**src/rtl/turbo_dec_8bit.sv**
```systemverilog
// Hard-decision turbo block checker: collects sys/p1/p2 bytes, re-encodes sys through both RSC encoders, flags parity mismatches.
// Latency: out_valid high the cycle after edge k+9 (k = parity2 accept edge); in_valid while busy or with wrong field is dropped with a proto_err pulse.
module turbo_dec_8bit (
    input  logic       clk,
    input  logic       rst,
    input  logic [7:0] ui_in,
    input  logic [7:0] uio_in,
    output logic [7:0] uo_out,
    output logic [7:0] uio_out
);

    typedef enum logic [2:0] {
        WAIT_S  = 3'd0,
        WAIT_P1 = 3'd1,
        WAIT_P2 = 3'd2,
        CHECK   = 3'd3,
        DONE    = 3'd4
    } state_t;

    state_t     state_q, state_d;
    logic [7:0] sys_q, sys_d;
    logic [7:0] p1_q, p1_d;
    logic [7:0] p2_q, p2_d;
    logic       s1a_q, s1a_d, s2a_q, s2a_d;
    logic       s1b_q, s1b_d, s2b_q, s2b_d;
    logic [2:0] cnt_q, cnt_d;
    logic       acc1_q, acc1_d, acc2_q, acc2_d;
    logic [7:0] dout_q, dout_d;
    logic       err1_q, err1_d, err2_q, err2_d;
    logic       out_vld_q, out_vld_d;
    logic       proto_err_q, proto_err_d;

    logic       in_vld;
    logic [1:0] field;
    logic       busy;
    logic [2:0] cnt_rev;
    logic       ua, ub, aa, ab, pa, pb;
    logic       unused_hi;

    assign in_vld    = uio_in[0];
    assign field     = uio_in[2:1];
    assign unused_hi = ^uio_in[7:3];
    assign busy      = (state_q == CHECK) || (state_q == DONE);
    assign cnt_rev   = {cnt_q[0], cnt_q[1], cnt_q[2]};

    // One trellis step of each constituent encoder; encoder 2 reads the bit-reversed index.
    assign ua = sys_q[cnt_q];
    assign ub = sys_q[cnt_rev];
    assign aa = ua ^ s1a_q ^ s2a_q;
    assign ab = ub ^ s1b_q ^ s2b_q;
    assign pa = aa ^ s2a_q;
    assign pb = ab ^ s2b_q;

    always_comb begin
        state_d     = state_q;
        sys_d       = sys_q;
        p1_d        = p1_q;
        p2_d        = p2_q;
        s1a_d       = s1a_q;
        s2a_d       = s2a_q;
        s1b_d       = s1b_q;
        s2b_d       = s2b_q;
        cnt_d       = cnt_q;
        acc1_d      = acc1_q;
        acc2_d      = acc2_q;
        dout_d      = dout_q;
        err1_d      = err1_q;
        err2_d      = err2_q;
        out_vld_d   = 1'b0;
        proto_err_d = 1'b0;

        case (state_q)
            WAIT_S: begin
                if (in_vld) begin
                    if (field == 2'b00) begin
                        sys_d   = ui_in;
                        state_d = WAIT_P1;
                    end else begin
                        proto_err_d = 1'b1;
                    end
                end
            end
            WAIT_P1: begin
                if (in_vld) begin
                    if (field == 2'b01) begin
                        p1_d    = ui_in;
                        state_d = WAIT_P2;
                    end else begin
                        proto_err_d = 1'b1;
                    end
                end
            end
            WAIT_P2: begin
                if (in_vld) begin
                    if (field == 2'b10) begin
                        p2_d    = ui_in;
                        s1a_d   = 1'b0;
                        s2a_d   = 1'b0;
                        s1b_d   = 1'b0;
                        s2b_d   = 1'b0;
                        cnt_d   = 3'd0;
                        acc1_d  = 1'b0;
                        acc2_d  = 1'b0;
                        state_d = CHECK;
                    end else begin
                        proto_err_d = 1'b1;
                    end
                end
            end
            CHECK: begin
                proto_err_d = in_vld;
                s2a_d  = s1a_q;
                s1a_d  = aa;
                s2b_d  = s1b_q;
                s1b_d  = ab;
                acc1_d = acc1_q | (pa != p1_q[cnt_q]);
                acc2_d = acc2_q | (pb != p2_q[cnt_q]);
                cnt_d  = cnt_q + 3'd1;
                if (cnt_q == 3'd7) begin
                    state_d = DONE;
                end
            end
            DONE: begin
                proto_err_d = in_vld;
                dout_d      = sys_q;
                err1_d      = acc1_q;
                err2_d      = acc2_q;
                out_vld_d   = 1'b1;
                state_d     = WAIT_S;
            end
            default: begin
                state_d = WAIT_S;
            end
        endcase
    end

    always_ff @(posedge clk or negedge rst) begin
        if (!rst) begin
            state_q     <= WAIT_S;
            sys_q       <= 8'h00;
            p1_q        <= 8'h00;
            p2_q        <= 8'h00;
            s1a_q       <= 1'b0;
            s2a_q       <= 1'b0;
            s1b_q       <= 1'b0;
            s2b_q       <= 1'b0;
            cnt_q       <= 3'd0;
            acc1_q      <= 1'b0;
            acc2_q      <= 1'b0;
            dout_q      <= 8'h00;
            err1_q      <= 1'b0;
            err2_q      <= 1'b0;
            out_vld_q   <= 1'b0;
            proto_err_q <= 1'b0;
        end else begin
            state_q     <= state_d;
            sys_q       <= sys_d;
            p1_q        <= p1_d;
            p2_q        <= p2_d;
            s1a_q       <= s1a_d;
            s2a_q       <= s2a_d;
            s1b_q       <= s1b_d;
            s2b_q       <= s2b_d;
            cnt_q       <= cnt_d;
            acc1_q      <= acc1_d;
            acc2_q      <= acc2_d;
            dout_q      <= dout_d;
            err1_q      <= err1_d;
            err2_q      <= err2_d;
            out_vld_q   <= out_vld_d;
            proto_err_q <= proto_err_d;
        end
    end

    assign uo_out  = dout_q;
    assign uio_out = {3'b000, proto_err_q, busy, err2_q, err1_q, out_vld_q};

endmodule

```
**config.mk**
```make
export PLATFORM = sky130hd
export DESIGN_NAME = turbo_dec_8bit
export DESIGN_NICKNAME = d
export VERILOG_FILES = /design/src/rtl/turbo_dec_8bit.sv
export SDC_FILE = /design/constraint.sdc
export NUM_CORES = 1
export LEC_CHECK = 0
export ABC_AREA = 1
export CORE_UTILIZATION = 54
export CTS_BUF_LIST = sky130_fd_sc_hd__clkbuf_16
export DETAILED_ROUTE_END_ITERATION = 10
export PLACE_DENSITY = 0.76
export SLEW_MARGIN = 40
export SYNTH_ARGS = -nofsm -noshare
export SYNTH_HDL_FRONTEND = slang
export SYNTH_SLANG_ARGS = --single-unit
```
**constraint.sdc**
```tcl
create_clock -name clk -period 1.7 [get_ports clk]
set_input_delay 0.425 -clock clk [delete_from_list [all_inputs] [get_ports clk]]
set_output_delay 0.425 -clock clk [all_outputs]
set_load 0.05 [all_outputs]
```
==> out/metrics.yaml, run 1 <==
p_int_w: 0.00346
grt_max_degree: 49
die_w_um: 69.4
p_clk_frac: 0.177
finalHoldViolCount: 0
maxCapViolations: 0
crit_path_end_kind: "primary output"
num_vias: 2044
ir_drop_v: 0.000872
cp_top_family: "flip-flops"
crit_slowest_cell: "dfrtp_2"
die_h_um: 69.4
setup_tns_ns: 0
timing.hold.ws_ns: 0.116
startpoint: "state_q[1]"
p_total_w: 0.00617
grt_pass1_wl_um: 8300
netlist_area_sq_um: 2450
ys_seq_elements: 48
critPathBufInv: 3
combPwrFrac: 0.493
synth_common_cells: "nand2_1 (91), dfrtp_1 (48), nand3_1 (33)"
drc: 0
first_pass_iters: 4
ios: 34
yosys-top-cells-area: "dfrtp_1 (49%), nand2_1 (14%), nand3_1 (6.7%), o21ai_0 (5.5%), inv_1 (4.9%)"
pwr-share-seq: 0.330
switching_share: 0.439
wirelength_um: 4880
setup_violations: 0
r2r-start: "cnt_q[1]"
routabilityCongestion: 0.855
cts.path.max_buffers: 2
die_area_sq_um: 4820
finalInstanceArea_sq_um: 2930
vias_per_cell: 5.25
pwr_density_cell_nw_per_um2: 2110
ant_nets: 0
rr_worst_depth: 6
yosys_warnings: 0
synth_most_common_cell: "nand2_1"
antenna_found_initial: 0
gr-total-overflow: 0
post-route-min-period_ns: 1.68
dpl_cell_area_sq_um: 2710
dpl.hpwl_um: 3440
p_leak_nw: 1.49
ys_seq_area_frac: 0.489
nNetsFinal: 356
fin_util: 0.673
clk_pin_slew_ns: 0.06
cp_max_fo: 4
syn_inst: 306
area_growth_pct: 19.4
htreeDepth: 2
synthArstFlopShare: 1.00
core-area_sq_um: 4350
min_path_type: "in -> async"
routedWlPerCell_um: 12.6
status: "finished clean"
synth-main-ff-cell: "dfrtp_1"
skew_ns: 0.00421
drv_slew: 0
crit_chain: "inv_2 > o21ai_1 > inv_1 > nor2_2 > buf_12"
path_class: "reg -> out"
r2r-end: "state_q[0]"
place.port_buffers: 25
layout-drive-gt1-share: 0.187
insertedDiodeCount: 0
cts.sinks: 48
initial_core_util: 0.564
grt_pass1_vias: 1838
rows: 24
fin_crit_sh: 0.990
crit_arrival_ns: 1.26
synth-edff-count: 0
netlist.area_leader.share: 0.489
numCtsBuffers: 5
cp-start-kind: "flop"
fmax_ghz: 0.594
p_sw_w: 0.00271
max_stage_delay_ns: 0.41
fill_cells: 368
cts_tree: "yes"
slew_headroom: 0.636
required_ns: 1.27
cts_root_buffer: "clkbuf_16"
worst_pin_slew_ns: 0.545
crit_cells: 5
synth_top_area_cell: "dfrtp_1"
synth.avg_cell_area_sq_um: 8.02
endpoint: "uio_out[3]"
clock_latency_ns: 0.29
yosysUniqueCellTypes: 27
reg2reg_slack_ns: 0.12
track_usage: 0.215
dr.first_iter.drc_count: 151
==> layout make-up <==
class / instances / area, sq um / area share
clock buffers: 5 / 125 / 0.0427
clock inverters: 3 / 38.8 / 0.0132
inverters: 37 / 139 / 0.0474
multi-input cells: 206 / 1010 / 0.345
flip-flops and latches: 48 / 1200 / 0.411
well taps: 52 / 65.1 / 0.0222
repair buffers: 38 / 348 / 0.119
==> power groups by stage <==
stage	clock (W)	sequential, W	combinational (W)
after CTS	0.00110	0.00203	0.00295
after global routing	0.00117	0.00210	0.00337
after floorplan	0	0.00224	0.00202
final	0.00109	0.00204	0.00304
after global placement	0	0.00203	0.00282
after detailed placement	0	0.00205	0.00289
==> state kept, by name, summed over array words and instances, names as in the netlist <==
name         count
p1_q             8
p2_q             8
sys_q            8
uo_out           8
cnt_q            3
state_q          3
acc1_q           1
acc2_q           1
err1_q           1
err2_q           1
out_vld_q        1
proto_err_q      1
s1a_q            1
s1b_q            1
s2a_q            1
s2b_q            1
==> cell usage in the layout (no fill, tap or decap), drive strengths merged <==
| master | Yosys | layout |
|---|---|---|
| ha | 2 | 2 |
| a211oi | 1 | 1 |
| o22ai | 2 | 2 |
| o211ai | 1 | 1 |
| nor3 | 1 | 1 |
| o21ai | 35 | 35 |
| conb | 1 | 3 |
| a21oi | 9 | 9 |
| nand3 | 35 | 35 |
| dfrtp | 48 | 48 |
| buf | 14 | 27 |
| clkdlybuf4s50 | 0 | 11 |
| clkbuf | 3 | 5 |
| inv | 37 | 38 |
| clkinv | 0 | 1 |
| nand2 | 95 | 95 |
| bufinv | 0 | 1 |
| nand3b | 1 | 1 |
| nor4 | 1 | 1 |
| nor2 | 18 | 18 |
| nand4 | 2 | 2 |
==> worst reg2reg max path: stages (launching register included) <==
cell and delay, ns:
dfrtp_1 0.57, ha_1 0.22, ha_1 0.14, nor2_1 0.05
a21oi_1 0.18, nand2_1 0.14, o21ai_0 0.19
==> worst min path at each step <==
stage	start	to	slack (ns)	depth (start not counted)
2_1_floorplan	rst	acc1_q	0.13	0
3_3_place_gp	rst	out_vld_q	0.43	2
3_5_place_dp	rst	out_vld_q	0.43	2
4_1_cts	rst	out_vld_q	0.13	2
5_1_grt	rst	out_vld_q	0.14	2
6_report	rst	proto_err_q	0.12	2
==> layer usage <==
metal,share of wire,vias up,global-route usage
met5,0,-,0
met4,0.017,0,0.0680
met3,0.047,10,0.0494
met2,0.47,57,0.353
met1,0.46,946,0.285
li1,-,1031,-
==> per-stage QoR <==
stage / setup WS, ns / instances
CTS: 0.0000643 / 385
global placement: -0.0997 / 375
floorplan: 0.335 / 308
detailed placement: -0.154 / 375
finish: 0.0174 / 389
global route: -0.0572 / 389
==> what timing repair did <==
action | CTS | global route
gates resized for setup | 4 | 4
setup buffers | 2 | 4
pin swaps | 1 | 3
hold buffers | 0 | 0
setup endpoints to repair | 1 | 1
==> cells by family (layout without fill, tap and decap cells) <==
family | after synthesis | in the layout | share of synthesized area
AO/OA/AOI/OAI | 48 | 48 | 0.116
buffers and inverters | 54 | 83 | 0.107
flip-flops | 48 | 48 | 0.489
AND/OR/NAND/NOR | 153 | 153 | 0.276
other | 1 | 3 | 0.00153
adder cells (fa/ha/maj) | 2 | 2 | 0.0102
Power figures use the tool's default switching activity.
==> run 2, diff against run 1 <==
Settings changed: CORE_MARGIN set to 2.
==> run 2 against run 1 <==
  * Setup slack better by 0.021 ns
  * Total power down 2.9%
  * Highest routed layer unchanged
  * Maximum frequency up 1.2%
  * Register-to-register slack better by 0.11 ns
==> out/metrics.yaml, run 2 (synthesis gave the netlist of run 1 again) <==
fin_cells: 387  # -0.51%
fin_util: 0.666  # -0.00747
cts_tree: "yes"
fmax_ghz: 0.602  # +1.2%
dp.cells: 375  # unchanged
track_usage: 0.217  # +0.00163
fin_crit_sh: 0.978  # -0.0122
nNetsFinal: 354  # -0.56%
insertedDiodeCount: 0  # unchanged
p_leak_nw: 1.48  # -0.83%
grt_pass1_vias: 1907  # +3.8%
numCtsBuffers: 5  # unchanged
cts_root_buffer: "clkbuf_16"
min_path_type: "in -> async"
fill_cells: 392  # +6.5%
initial_core_util: 0.564  # unchanged
grt_max_degree: 49  # unchanged
required_ns: 1.27  # about the same
clock_latency_ns: 0.29  # about the same
ant_nets: 0  # unchanged
pre_cts_slack_ns: -0.150  # +0.00429 ns
post-route-min-period_ns: 1.66  # -0.0208 ns
grt_pass1_wl_um: 8590  # +3.5%
skew_ns: 0.00576  # +0.00154 ns
die_w_um: 71.4  # +2.9%
crit_path_end_kind: "primary output"
antenna_found_initial: 0  # unchanged
status: "finished clean"
worst_pin_slew_ns: 0.547  # +0.00197 ns
finalHoldViolCount: 0  # unchanged
cp_max_fo: 4  # unchanged
rows: 24  # unchanged
vias_per_cell: 5.13  # -2.3%
slew_headroom: 0.634  # -0.00132
drc: 0  # unchanged
clk_pin_slew_ns: 0.06  # about the same
layout_setup_ws_ns: 0.0382  # +0.0208 ns
first_pass_iters: 5  # +1
crit_arrival_ns: 1.24  # -0.02 ns
path_class: "reg -> out"
cts.sinks: 48  # unchanged
place.port_buffers: 25  # unchanged
drv_slew: 0  # unchanged
dpl.hpwl_um: 3480  # +1.1%
die_area_sq_um: 5100  # +5.8%
cp-start-kind: "flop"
cts.path.max_buffers: 2  # unchanged
dr.first_iter.drc_count: 141  # -6.6%
pwr_density_cell_nw_per_um2: 2070  # -1.8%
gr-total-overflow: 0  # unchanged
ios: 34  # unchanged
wirelength_um: 4850  # -0.72%
die_h_um: 71.4  # +2.9%
num_vias: 1986  # -2.8%
timing.hold.ws_ns: 0.104  # -0.0119 ns
area_growth_pct: 18.1
final_common_cell: "nand2_1"
layout-drive-gt1-share: 0.182  # -0.00485
maxCapViolations: 0  # unchanged
routabilityCongestion: 0.896  # +4.9%
htreeDepth: 2  # unchanged
core-area_sq_um: 4350  # unchanged
setup_violations: 0  # unchanged
routedWlPerCell_um: 12.5  # -0.20%
ir_drop_v: 0.000830  # -4.8%
final_cell_mix: "nand2_1 (91), dfrtp_1 (45), nand3_1 (33), inv_1 (32), o21ai_0 (26)"
## run 2: layout make-up
class,instances,area (sq um),area share
Timing Repair Buffer,36,335,0.116
Clock buffer,5,125,0.0432
Tap cell,52,65.1,0.0224
Multi-Input combinational cell,206,1010,0.350
Clock inverter,3,13.8,0.00475
Sequential cell,48,1200,0.416
Inverter,37,141,0.0488
## run 2: through the flow
stage / total power (W) / instance area [sq um] / setup TNS [ns]
after global routing: 0.00651 / 2900 / -0.00777
after global placement: 0.00486 / 2710 / -0.769
after CTS: 0.00597 / 2880 / 0
after detailed placement: 0.00494 / 2710 / -1.29
after floorplan: 0.00426 / 2460 / 0
final: 0.00599 / 2900 / 0
## run 2: path summary, 6_finish.rpt
path                             from          to  slack, ns  depth (start not counted)
hold / removal                    rst    sys_q[7]       0.10                          2
hold reg to reg               p2_q[1]     p2_q[1]       0.49                          2
setup reg to reg             cnt_q[0]      acc2_q       0.23                         11
max in group asynchronous         rst  state_q[1]       1.34                          2
min in group clk              p2_q[1]     p2_q[1]       0.49                          2
setup / recovery           state_q[1]  uio_out[3]       0.04                          5
## run 2: timing repair
| item | CTS | global route |
|---|---|---|
| hold buffers | 0 | 0 |
| setup buffers | 3 | 1 |
| pin swaps | 1 | 2 |
| endpoints found under the setup margin | 1 | 4 |
| gates resized for setup | 6 | 4 |
## run 2: critical path, stage by stage (launching register included)
cell and delay [ns]:
dfrtp_2 0.42, inv_4 0.06, o21ai_2 0.12, inv_1 0.07, nor2_2 0.13, buf_12 0.15
## run 2: power by group
| group | total (W) | switching (W) | internal, W |
|---|---|---|---|
| sequential | 0.00205 | 0.000374 | 0.00167 |
| combinational | 0.00301 | 0.00192 | 0.00109 |
| clock | 0.000929 | 0.000395 | 0.000534 |
## run 2: layer usage
layer  global-route usage  up-vias  wire length [um]
li1                     -     1027                 -
met1                0.283      915              2270
met2                0.362       38              2310
met3               0.0464        6               196
met4               0.0713        0                72
met5                    0        -                 0
